**src/rtl/bus_pkg.sv**
```systemverilog
// Shared serial-bus definitions: field widths, mode encoding and the
// receiver state encoding used by both ends of the handshake.
package bus_pkg;

  localparam int ADDR_WIDTH = 12;
  localparam int DATA_WIDTH = 8;

  localparam logic MODE_WRITE = 1'b1;
  localparam logic MODE_READ  = 1'b0;

  typedef enum logic [1:0] {
    IDLE = 2'b00,
    RECV = 2'b01,
    DONE = 2'b10
  } rx_state_e;

  // Index width for a bit position within a field; never narrower than 1.
  function automatic int idx_width(input int width);
    return (width > 1) ? $clog2(width) : 1;
  endfunction

endpackage

```
**src/rtl/slave_in_port_if.sv**
```systemverilog
// Serial bus between the master output port and the slave input port,
// plus the parallel side presented to the slave memory.
interface slave_in_port_if #(
  parameter int ADDR_WIDTH = bus_pkg::ADDR_WIDTH,
  parameter int DATA_WIDTH = bus_pkg::DATA_WIDTH
);

  logic                  master_valid;
  logic                  mode;
  logic                  rx_address;
  logic                  rx_data;
  logic                  slave_busy;
  logic                  slave_ready;
  logic [ADDR_WIDTH-1:0] address;
  logic [DATA_WIDTH-1:0] data;
  logic                  write_en;
  logic                  read_en;
  logic                  rx_done;

  modport master (
    output master_valid, mode, rx_address, rx_data, slave_busy,
    input  slave_ready, address, data, write_en, read_en, rx_done
  );

  modport slave (
    input  master_valid, mode, rx_address, rx_data, slave_busy,
    output slave_ready, address, data, write_en, read_en, rx_done
  );

endinterface

```
**src/rtl/sipo_shift_reg.sv**
```systemverilog
// Serial-in parallel-out capture register: writes one bit at a given index
// when enabled and exposes the value it will hold after the next edge.
module sipo_shift_reg #(
  parameter int WIDTH = 8,
  parameter int IDX_W = (WIDTH > 1) ? $clog2(WIDTH) : 1
) (
  input  logic             clk,
  input  logic             reset,
  input  logic             en,
  input  logic [IDX_W-1:0] idx,
  input  logic             bit_in,
  output logic [WIDTH-1:0] shift_next
);

  logic [WIDTH-1:0] shift_q;
  logic [WIDTH-1:0] shift_d;

  // Out-of-range indices are dropped so non power-of-two widths stay safe.
  always_comb begin
    shift_d = shift_q;
    if (en && (int'(idx) < WIDTH)) begin
      shift_d[idx] = bit_in;
    end
  end

  always_ff @(posedge clk or posedge reset) begin
    if (reset) begin
      shift_q <= '0;
    end else begin
      shift_q <= shift_d;
    end
  end

  assign shift_next = shift_d;

endmodule

```
**src/rtl/slave_in_port.sv**
```systemverilog
// Slave-side serial receiver: handshakes with the master, deserialises the
// LSB-first address/data lines and pulses a write or read strobe for one cycle.
module slave_in_port #(
  parameter int ADDR_WIDTH = bus_pkg::ADDR_WIDTH,
  parameter int DATA_WIDTH = bus_pkg::DATA_WIDTH
) (
  input  logic            clk,
  input  logic            reset,
  slave_in_port_if.slave  bus
);

  import bus_pkg::*;

  // DATA_WIDTH must not exceed ADDR_WIDTH: data bits ride on the address count.
  localparam int CNT_W  = idx_width(ADDR_WIDTH);
  localparam int DIDX_W = idx_width(DATA_WIDTH);

  rx_state_e             state_q, state_d;
  logic [CNT_W-1:0]      cnt_q, cnt_d;
  logic                  mode_q, mode_d;
  logic [ADDR_WIDTH-1:0] address_q, address_d;
  logic [DATA_WIDTH-1:0] data_q, data_d;
  logic                  write_en_q, write_en_d;
  logic                  read_en_q, read_en_d;
  logic                  rx_done_q, rx_done_d;

  logic                  slave_ready;
  logic                  addr_en;
  logic                  data_en;
  logic                  last_bit;
  logic [ADDR_WIDTH-1:0] addr_next;
  logic [DATA_WIDTH-1:0] data_next;

  assign slave_ready = (state_q == IDLE) && !bus.slave_busy && !reset;
  assign last_bit    = (cnt_q == CNT_W'(ADDR_WIDTH - 1));

  always_comb begin
    state_d    = state_q;
    cnt_d      = cnt_q;
    mode_d     = mode_q;
    address_d  = address_q;
    data_d     = data_q;
    write_en_d = 1'b0;
    read_en_d  = 1'b0;
    rx_done_d  = 1'b0;
    addr_en    = 1'b0;
    data_en    = 1'b0;

    case (state_q)
      IDLE: begin
        if (bus.master_valid && slave_ready) begin
          mode_d  = bus.mode;
          cnt_d   = '0;
          state_d = RECV;
        end
      end

      RECV: begin
        addr_en = 1'b1;
        data_en = (mode_q == MODE_WRITE) && (int'(cnt_q) < DATA_WIDTH);
        cnt_d   = cnt_q + CNT_W'(1);
        // The final bit is merged straight into the outputs on the same edge.
        if (last_bit) begin
          address_d  = addr_next;
          if (mode_q == MODE_WRITE) begin
            data_d = data_next;
          end
          rx_done_d  = 1'b1;
          write_en_d = (mode_q == MODE_WRITE);
          read_en_d  = (mode_q == MODE_READ);
          state_d    = DONE;
        end
      end

      DONE: begin
        state_d = IDLE;
      end

      default: begin
        state_d = IDLE;
      end
    endcase
  end

  always_ff @(posedge clk or posedge reset) begin
    if (reset) begin
      state_q    <= IDLE;
      cnt_q      <= '0;
      mode_q     <= MODE_READ;
      address_q  <= '0;
      data_q     <= '0;
      write_en_q <= 1'b0;
      read_en_q  <= 1'b0;
      rx_done_q  <= 1'b0;
    end else begin
      state_q    <= state_d;
      cnt_q      <= cnt_d;
      mode_q     <= mode_d;
      address_q  <= address_d;
      data_q     <= data_d;
      write_en_q <= write_en_d;
      read_en_q  <= read_en_d;
      rx_done_q  <= rx_done_d;
    end
  end

  sipo_shift_reg #(
    .WIDTH (ADDR_WIDTH),
    .IDX_W (CNT_W)
  ) u_addr_sr (
    .clk        (clk),
    .reset      (reset),
    .en         (addr_en),
    .idx        (cnt_q),
    .bit_in     (bus.rx_address),
    .shift_next (addr_next)
  );

  sipo_shift_reg #(
    .WIDTH (DATA_WIDTH),
    .IDX_W (DIDX_W)
  ) u_data_sr (
    .clk        (clk),
    .reset      (reset),
    .en         (data_en),
    .idx        (cnt_q[DIDX_W-1:0]),
    .bit_in     (bus.rx_data),
    .shift_next (data_next)
  );

  assign bus.slave_ready = slave_ready;
  assign bus.address     = address_q;
  assign bus.data        = data_q;
  assign bus.write_en    = write_en_q;
  assign bus.read_en     = read_en_q;
  assign bus.rx_done     = rx_done_q;

endmodule

```
**src/flat_wrapper.sv**
```systemverilog
// flat-port wrapper written by rule: the top's interface ports become plain ports
module slave_in_port_flat import bus_pkg::*;
#(
  parameter int ADDR_WIDTH = bus_pkg::ADDR_WIDTH,
  parameter int DATA_WIDTH = bus_pkg::DATA_WIDTH
)
  (clk, reset, bus_master_valid, bus_mode, bus_rx_address, bus_rx_data, bus_slave_busy, bus_slave_ready, bus_address, bus_data, bus_write_en, bus_read_en, bus_rx_done);
  slave_in_port_if #(.ADDR_WIDTH(ADDR_WIDTH), .DATA_WIDTH(DATA_WIDTH)) bus_i ();
  input  logic clk;
  input  logic reset;
  input wire logic [$bits(bus_i.master_valid)-1:0] bus_master_valid;
  input wire logic [$bits(bus_i.mode)-1:0] bus_mode;
  input wire logic [$bits(bus_i.rx_address)-1:0] bus_rx_address;
  input wire logic [$bits(bus_i.rx_data)-1:0] bus_rx_data;
  input wire logic [$bits(bus_i.slave_busy)-1:0] bus_slave_busy;
  output wire logic [$bits(bus_i.slave_ready)-1:0] bus_slave_ready;
  output wire logic [$bits(bus_i.address)-1:0] bus_address;
  output wire logic [$bits(bus_i.data)-1:0] bus_data;
  output wire logic [$bits(bus_i.write_en)-1:0] bus_write_en;
  output wire logic [$bits(bus_i.read_en)-1:0] bus_read_en;
  output wire logic [$bits(bus_i.rx_done)-1:0] bus_rx_done;
  assign bus_i.master_valid = bus_master_valid;
  assign bus_i.mode = bus_mode;
  assign bus_i.rx_address = bus_rx_address;
  assign bus_i.rx_data = bus_rx_data;
  assign bus_i.slave_busy = bus_slave_busy;
  assign bus_slave_ready = bus_i.slave_ready;
  assign bus_address = bus_i.address;
  assign bus_data = bus_i.data;
  assign bus_write_en = bus_i.write_en;
  assign bus_read_en = bus_i.read_en;
  assign bus_rx_done = bus_i.rx_done;
  slave_in_port #(.ADDR_WIDTH(ADDR_WIDTH), .DATA_WIDTH(DATA_WIDTH)) u_core (.clk(clk), .reset(reset), .bus(bus_i));
endmodule
```
**config.mk**
```make
export PLATFORM = sky130hd
export DESIGN_NAME = slave_in_port_flat
export DESIGN_NICKNAME = d
export VERILOG_FILES = /design/src/rtl/bus_pkg.sv /design/src/rtl/slave_in_port_if.sv /design/src/rtl/sipo_shift_reg.sv /design/src/rtl/slave_in_port.sv /design/src/flat_wrapper.sv
export SDC_FILE = /design/constraint.sdc
export NUM_CORES = 1
export LEC_CHECK = 0
export BUFFER_PORTS_ARGS = -buffer_cell sky130_fd_sc_hd__buf_2
export CORE_MARGIN = 2
export CORE_UTILIZATION = 58
export CTS_BUF_LIST = sky130_fd_sc_hd__clkbuf_8
export DETAILED_ROUTE_END_ITERATION = 16
export GPL_TIMING_DRIVEN = 1
export PLACE_DENSITY_LB_ADDON = 0.3
export SETUP_SLACK_MARGIN = 0.02
export SLEW_MARGIN = 20
export SYNTH_ARGS = -nofsm -noshare
export SYNTH_HDL_FRONTEND = slang
export SYNTH_SLANG_ARGS = --single-unit
export TNS_END_PERCENT = 100
```
**constraint.sdc**
```tcl
create_clock -name clk -period 3.25 [get_ports clk]
set_input_delay 0.1625 -clock clk [delete_from_list [all_inputs] [get_ports clk]]
set_output_delay 0.1625 -clock clk [all_outputs]
set_load 0.05 [all_outputs]
```
* Word-level counts from Yosys, hierarchy flattened
Index checks and enable logic that the tools add are counted.
Word-level totals: register bits after elaboration 50, input bits 7, output and inout port bits 24, word-level logic and storage cells 59
Cells by class: add/subtract/negate cells 1, magnitude comparators 6, equal/unequal tests 4, mux-type cells 21, bitwise logic cells 1, reduce and logical (&&, ||, !) cells 16
Operators by type and width (number):
- $bwmux 12 | 1
- $mux 12 | 1
- $mux 1 | 10
- $bwmux 8 | 1
- $lt 4x4->1 const B | 2
- $mux 8 | 1
- $pmux 4 s2 | 1
- $reduce_and 2->1 | 4
- $logic_and 1x1->1 | 7
- $lt 4x5->1 const B | 1
- $add 4x1->4 const B | 1
- $demux 1 s4 | 1
- $eq 4x4->1 const B | 1
- $ge 4x1->1 const B | 1
- $lt 3x4->1 const B | 1
- $mux 2 | 2
- $mux 4 | 1
- $pmux 2 s2 | 1
- $demux 1 s3 | 1
- $ge 3x1->1 const B | 1
- $reduce_and 3->1 | 1
- $eq 2x1->1 const B | 1
- $logic_not 1->1 | 2
- $logic_not 2->1 | 1
- other kinds (4) | 4

* Depth between registers and ports, before layout
depth after elaboration 6, gate-level depth with buffers 6

* Cells and area by module
A second synthesis with hierarchy kept.
Unflattened totals: cell total of the unflattened synthesis 146, area total of the unflattened synthesis 2165.8 µm²
Modules (own cells, without submodules):
- slave_in_port | times used 1, cells an instance 76, area each 1218.7 µm²
- sipo_shift_reg at u_core.u_addr_sr | times used 1, cells an instance 45, area each 556.8 µm²
- sipo_shift_reg at u_core.u_data_sr | times used 1, cells an instance 25, area each 390.4 µm²

* Worst setup path after synthesis
OpenSTA, ideal clock, no wires.
path kind reg-to-reg, from register u_core.state_q[1], to register u_core.mode_q, setup time 125 ps, arrival 2221 ps, data required time 3125 ps, slack 904 ps, stages on the path, launching flop included 5, buffers on the path 1, period minus slack after synthesis 2346 ps, cell sequence dfrtp_1 -> buf_2 -> nor4_2 -> and2_1 -> mux2_2
Between the ends: word-level cells in the longest chain between the ends 5
RTL lines:
- start: declaration | line slave_in_port.sv:18 | rx_state_e state_q, state_d;
- start signal: assignment | line slave_in_port.sv:96 | state_q <= state_d;
- $logic_not 2->1 | line slave_in_port.sv:34 | assign slave_ready = (state_q == IDLE) && !bus.slave_busy && !reset;
- $logic_and 1x1->1 (2 in series) | line slave_in_port.sv:34
- net bus_slave_ready | line flat_wrapper.sv:16 | output wire logic [$bits(bus_i.slave_ready)-1:0] bus_slave_ready;
- $logic_and 1x1->1 | line slave_in_port.sv:51 | if (bus.master_valid && slave_ready) begin
- $reduce_and 2->1 (no source line)
- end signal: assignment | line slave_in_port.sv:98 | mode_q <= mode_d;
- end: declaration | line slave_in_port.sv:20 | logic mode_q, mode_d;
The timed path passes the listed nets, and every way through them passes these cells. A chain may end at the register's enable or synchronous reset.

* Final worst setup path
from register u_core.cnt_q[1], to register u_core.address_q[6], in the netlist u_core.bus.address[6]
Between the ends: word-level cells in the longest chain between the ends 6, elaborated cells on any way between the ends 11
RTL lines:
- start: declaration | line slave_in_port.sv:19 | logic [CNT_W-1:0] cnt_q, cnt_d;
- start signal: assignment | line slave_in_port.sv:97 | cnt_q <= cnt_d;
- $lt 4x5->1 (implied by the code) / $ge 4x1->1 (equally long branches) | line sipo_shift_reg.sv:22 | shift_d[idx] = bit_in;
- $logic_and 1x1->1 (implied by the code) | line sipo_shift_reg.sv:22
- $mux 1 (implied by the code) | line sipo_shift_reg.sv:22
- $demux 1 s4 | line sipo_shift_reg.sv:22
- $bwmux 12 | line sipo_shift_reg.sv:22
- $mux 12 | line sipo_shift_reg.sv:21 | if (en && (int'(idx) < WIDTH)) begin
- end signal: assignment | line slave_in_port.sv:99 | address_q <= address_d;
- end: declaration | line slave_in_port.sv:21 | logic [ADDR_WIDTH-1:0] address_q, address_d;
Parallel ways exist; a longest one is shown, timed or not.

==> key figures <==
Finish
  • Design area: 2460 um2
  • NumNets Final: 207
  • Ant. Diodes: 0
  • Share of cells above drive strength 1: 0.376
  • Final instance count without filler cells: 245
  • Layout Area Growth over Synthesis: 12.6%

Yosys
  • Post-synth EDFFs: 0
  • Syn Area/Cell: 13.1 um2
  • Synth cell types: 33
  • Biggest area consumer among synthesized cells: dfrtp_1
  • Cell Area, Synth: 2180 um2
  • Post-Syn Nets: 178
  • Synthesis warning total: 0
  • Top area cells in the synthesized netlist: dfrtp_1 56%, mux2_2 17%, mux2_1 3.1%
  • Top FF cell, synth: dfrtp_1
  • Seq/Total Area, Yosys: 0.562
  • Top-area cell type share of the netlist area: 0.562
  • Post-synthesis cell count: 167
  • Async S/R FF share, synth: 1.00
  • #FFs+latches synth: 49

Clock tree
  • CTS Root Cell: clkbuf_8
  • Num CTS Buffers: 5
  • CTS Sinks: 49
  • # hold bufs at CTS: 0
  • Post-CTS setup repair buffer count: 0
  • Reg clk slew, reported paths: 0.08 ns
  • H-tree Lvls: 2
  • Post-CTS sizing: 0
  • TritonCTS clock tree: done
  • CTS max path bufs: 2
  • Clk Latency, worst-skew pair: 0.30 ns

Power and ir drop
  • Clock power share: 0.163
  • Worst vdd ir: 0.000687 V
  • P_leak: 1.18 nW
  • Sw Pwr: 0.00114 W
  • Comb power frac: 0.432
  • Switching Share: 0.428
  • Total power per unit cell area: 1080 nW/um2
  • Sequential power share: 0.405
  • Int Pwr: 0.00153 W

Timing
  • Post-layout min period: 2.07 ns
  • Final Hold Viols: 4
  • Setup-failing EPs final: 0
  • Final Max Slew Viols: 0
  • Unrepaired setup endpoints after global routing: no
  • Worst Tran Pin Value: 0.797 ns
  • Setup TNS: 0 ns
  • Final Skew: 0.00894 ns
  • Period utilization: 0.637
  • Peak Freq: 0.483 GHz
  • Rel. slew slack: 0.468
  • Worst hold slack: -0.000515 ns

Floorplanning
  • Core area: 3630 um2
  • Io pins: 31
  • Initial Util: 0.601
  • Row count: 22
  • Total die area: 4270 um2
  • Chip width: 65.4 um
  • Die height: 65.4 um

Global route
  • First-pass GRT wire length: 6.77 mm
  • Number of global-route vias before repair: 1398
  • Largest net degree at the start of global routing: 50
  • Grt ovf: 0
  • Initial antenna violation count: 0
  • GRT Total Usage: 0.212

Critical path
  • Crit path DAT: 2.25 ns
  • Setup crit end kind: flop
  • Worst Path Max Fanout: 14
  • CP Launch Type: flop
  • Req. time, crit path: 3.43 ns
  • Kind of critical path: reg -> reg

Routing
  • Detailed Route WL: 3.98 mm
  • Initial DRC Count: 91
  • Drt wl/cell: 16.3 um
  • Detail-routed via count per cell: 5.74
  • Via count: 1406
  • Post-DRT Antenna Nets: 0
  • DR DRC count: 0
  • 1st-pass router iterations: 4

Placement
  • Buffers on Ports: 30
  • GPL Wtd Cong: 0.878
  • DPL Wire Length: 2.83 mm
  • Placed insts: 237
  • Placed Area: 2340 um2

Flow run
  • Maxcap violations: 0

Worst hold path
  • Hold Crit Class: in -> async

Status
  • Violated checks: negative hold slack
  • Outcome: finished, violations left
[cell usage after synthesis, drive strengths merged, types with 2 or more instances]
library cell	n
dfrtp	49
mux2	39
nand3	12
buf	7
nor2	7
inv	6
nor2b	5
a21oi	4
and2	4
ha	4
nand3b	4
nand4	4
a21boi	2
a31oi	2
mux2i	2
nand2	2
nand2b	2
nor3b	2
[kinds of logic (layout without fill, tap and decap cells)]
family,after synthesis,after routing,synth area share
simple gates,44,44,0.124
compound gates,14,14,0.0418
xor+xnor,1,1,0.00401
flops,49,49,0.562
fa+ha+maj,4,4,0.0229
mux,41,41,0.210
buf+inv,14,44,0.0350
[power groups by stage]
stage | logic (W) | clock network (W) | registers [W]
global placement | 0.00112 | 0 | 0.00106
finish | 0.00115 | 0.000434 | 0.00108
CTS | 0.00116 | 0.000440 | 0.00108
global route | 0.00123 | 0.000476 | 0.00111
floorplan | 0.000592 | 0 | 0.00138
detailed placement | 0.00115 | 0 | 0.00109
[worst paths after layout]
path                            cells past startpoint                     endpoint  slack [ns]             startpoint
worst min register to register                      1        u_core.bus.address[5]        0.49  u_core.bus.address[5]
max in group asynchronous                           2  u_core.u_addr_sr.shift_q[6]        2.77                  reset
min in group clk                                    2                u_core.mode_q        0.09               bus_mode
worst max-delay path                                4        u_core.bus.address[6]        1.18        u_core.cnt_q[1]
worst max register to register                      4        u_core.bus.address[6]        1.18        u_core.cnt_q[1]
worst min-delay path                                2              u_core.cnt_q[2]     -0.0005                  reset
[through the flow]
stage / power (W) / setup WS [ns] / util
after floorplan: 0.00197 / 0.904 / -
final: 0.00266 / 1.18 / 0.676
after global routing: 0.00282 / 1.05 / 0.676
after global placement: 0.00218 / 1.35 / 0.644
after detailed placement: 0.00224 / 1.23 / 0.644
after CTS: 0.00267 / 1.18 / 0.676
[sequential cells by signal, summed over array words and instances, names as in the netlist, 2 cells and up]
name	count
u_core.u_data_sr.shift_q	8
u_core.cnt_q	4
u_core.bus.data	8
u_core.state_q	2
u_core.u_addr_sr.shift_q	11
u_core.bus.address	12
[critical path: stages (launching register included)]
cell and delay [ns]:
dfrtp_1 0.49, ha_1 0.27, and2_1 0.25, and2_1 0.54
mux2_2 0.40
[per-layer routing]
| metal | share of wire | track usage | up-vias | wire, um |
|---|---|---|---|---|
| li1 | - | - | 645 | - |
| met5 | 0 | 0 | - | 0 |
| met3 | 0.045 | 0.0565 | 8 | 178 |
| met4 | 0.014 | 0.0755 | 0 | 54 |
| met2 | 0.51 | 0.339 | 39 | 2040 |
| met1 | 0.43 | 0.281 | 714 | 1710 |
[area by class of cell]
type | count | area [um2]
well taps | 48 | 60.1
multi-input cells | 104 | 881
repair buffers | 30 | 150
flip-flops and latches | 49 | 1230
fillers | 287 | 1180
clock inverters | 2 | 33.8
clock buffers | 6 | 82.6
inverters | 6 | 23.8
[layout by cell type, fill, tap and decap left out, types with 2 or more instances in the layout]
cell / synthesis / routed
nand3b_1: 4 / 4
buf_2: 4 / 30
clkbuf_8: 0 / 6
nor2b_1: 5 / 5
mux2_1: 6 / 6
nand2b_1: 2 / 2
nand2_1: 2 / 2
ha_1: 4 / 4
mux2_2: 33 / 33
mux2i_1: 2 / 2
and2_1: 4 / 4
inv_1: 6 / 6
nand3_1: 11 / 11
a21boi_0: 2 / 2
dfrtp_1: 49 / 49
a21oi_1: 4 / 4
nand4_1: 4 / 4
nor2_1: 7 / 7
a31oi_1: 2 / 2
Power figures use the tool's default switching activity.
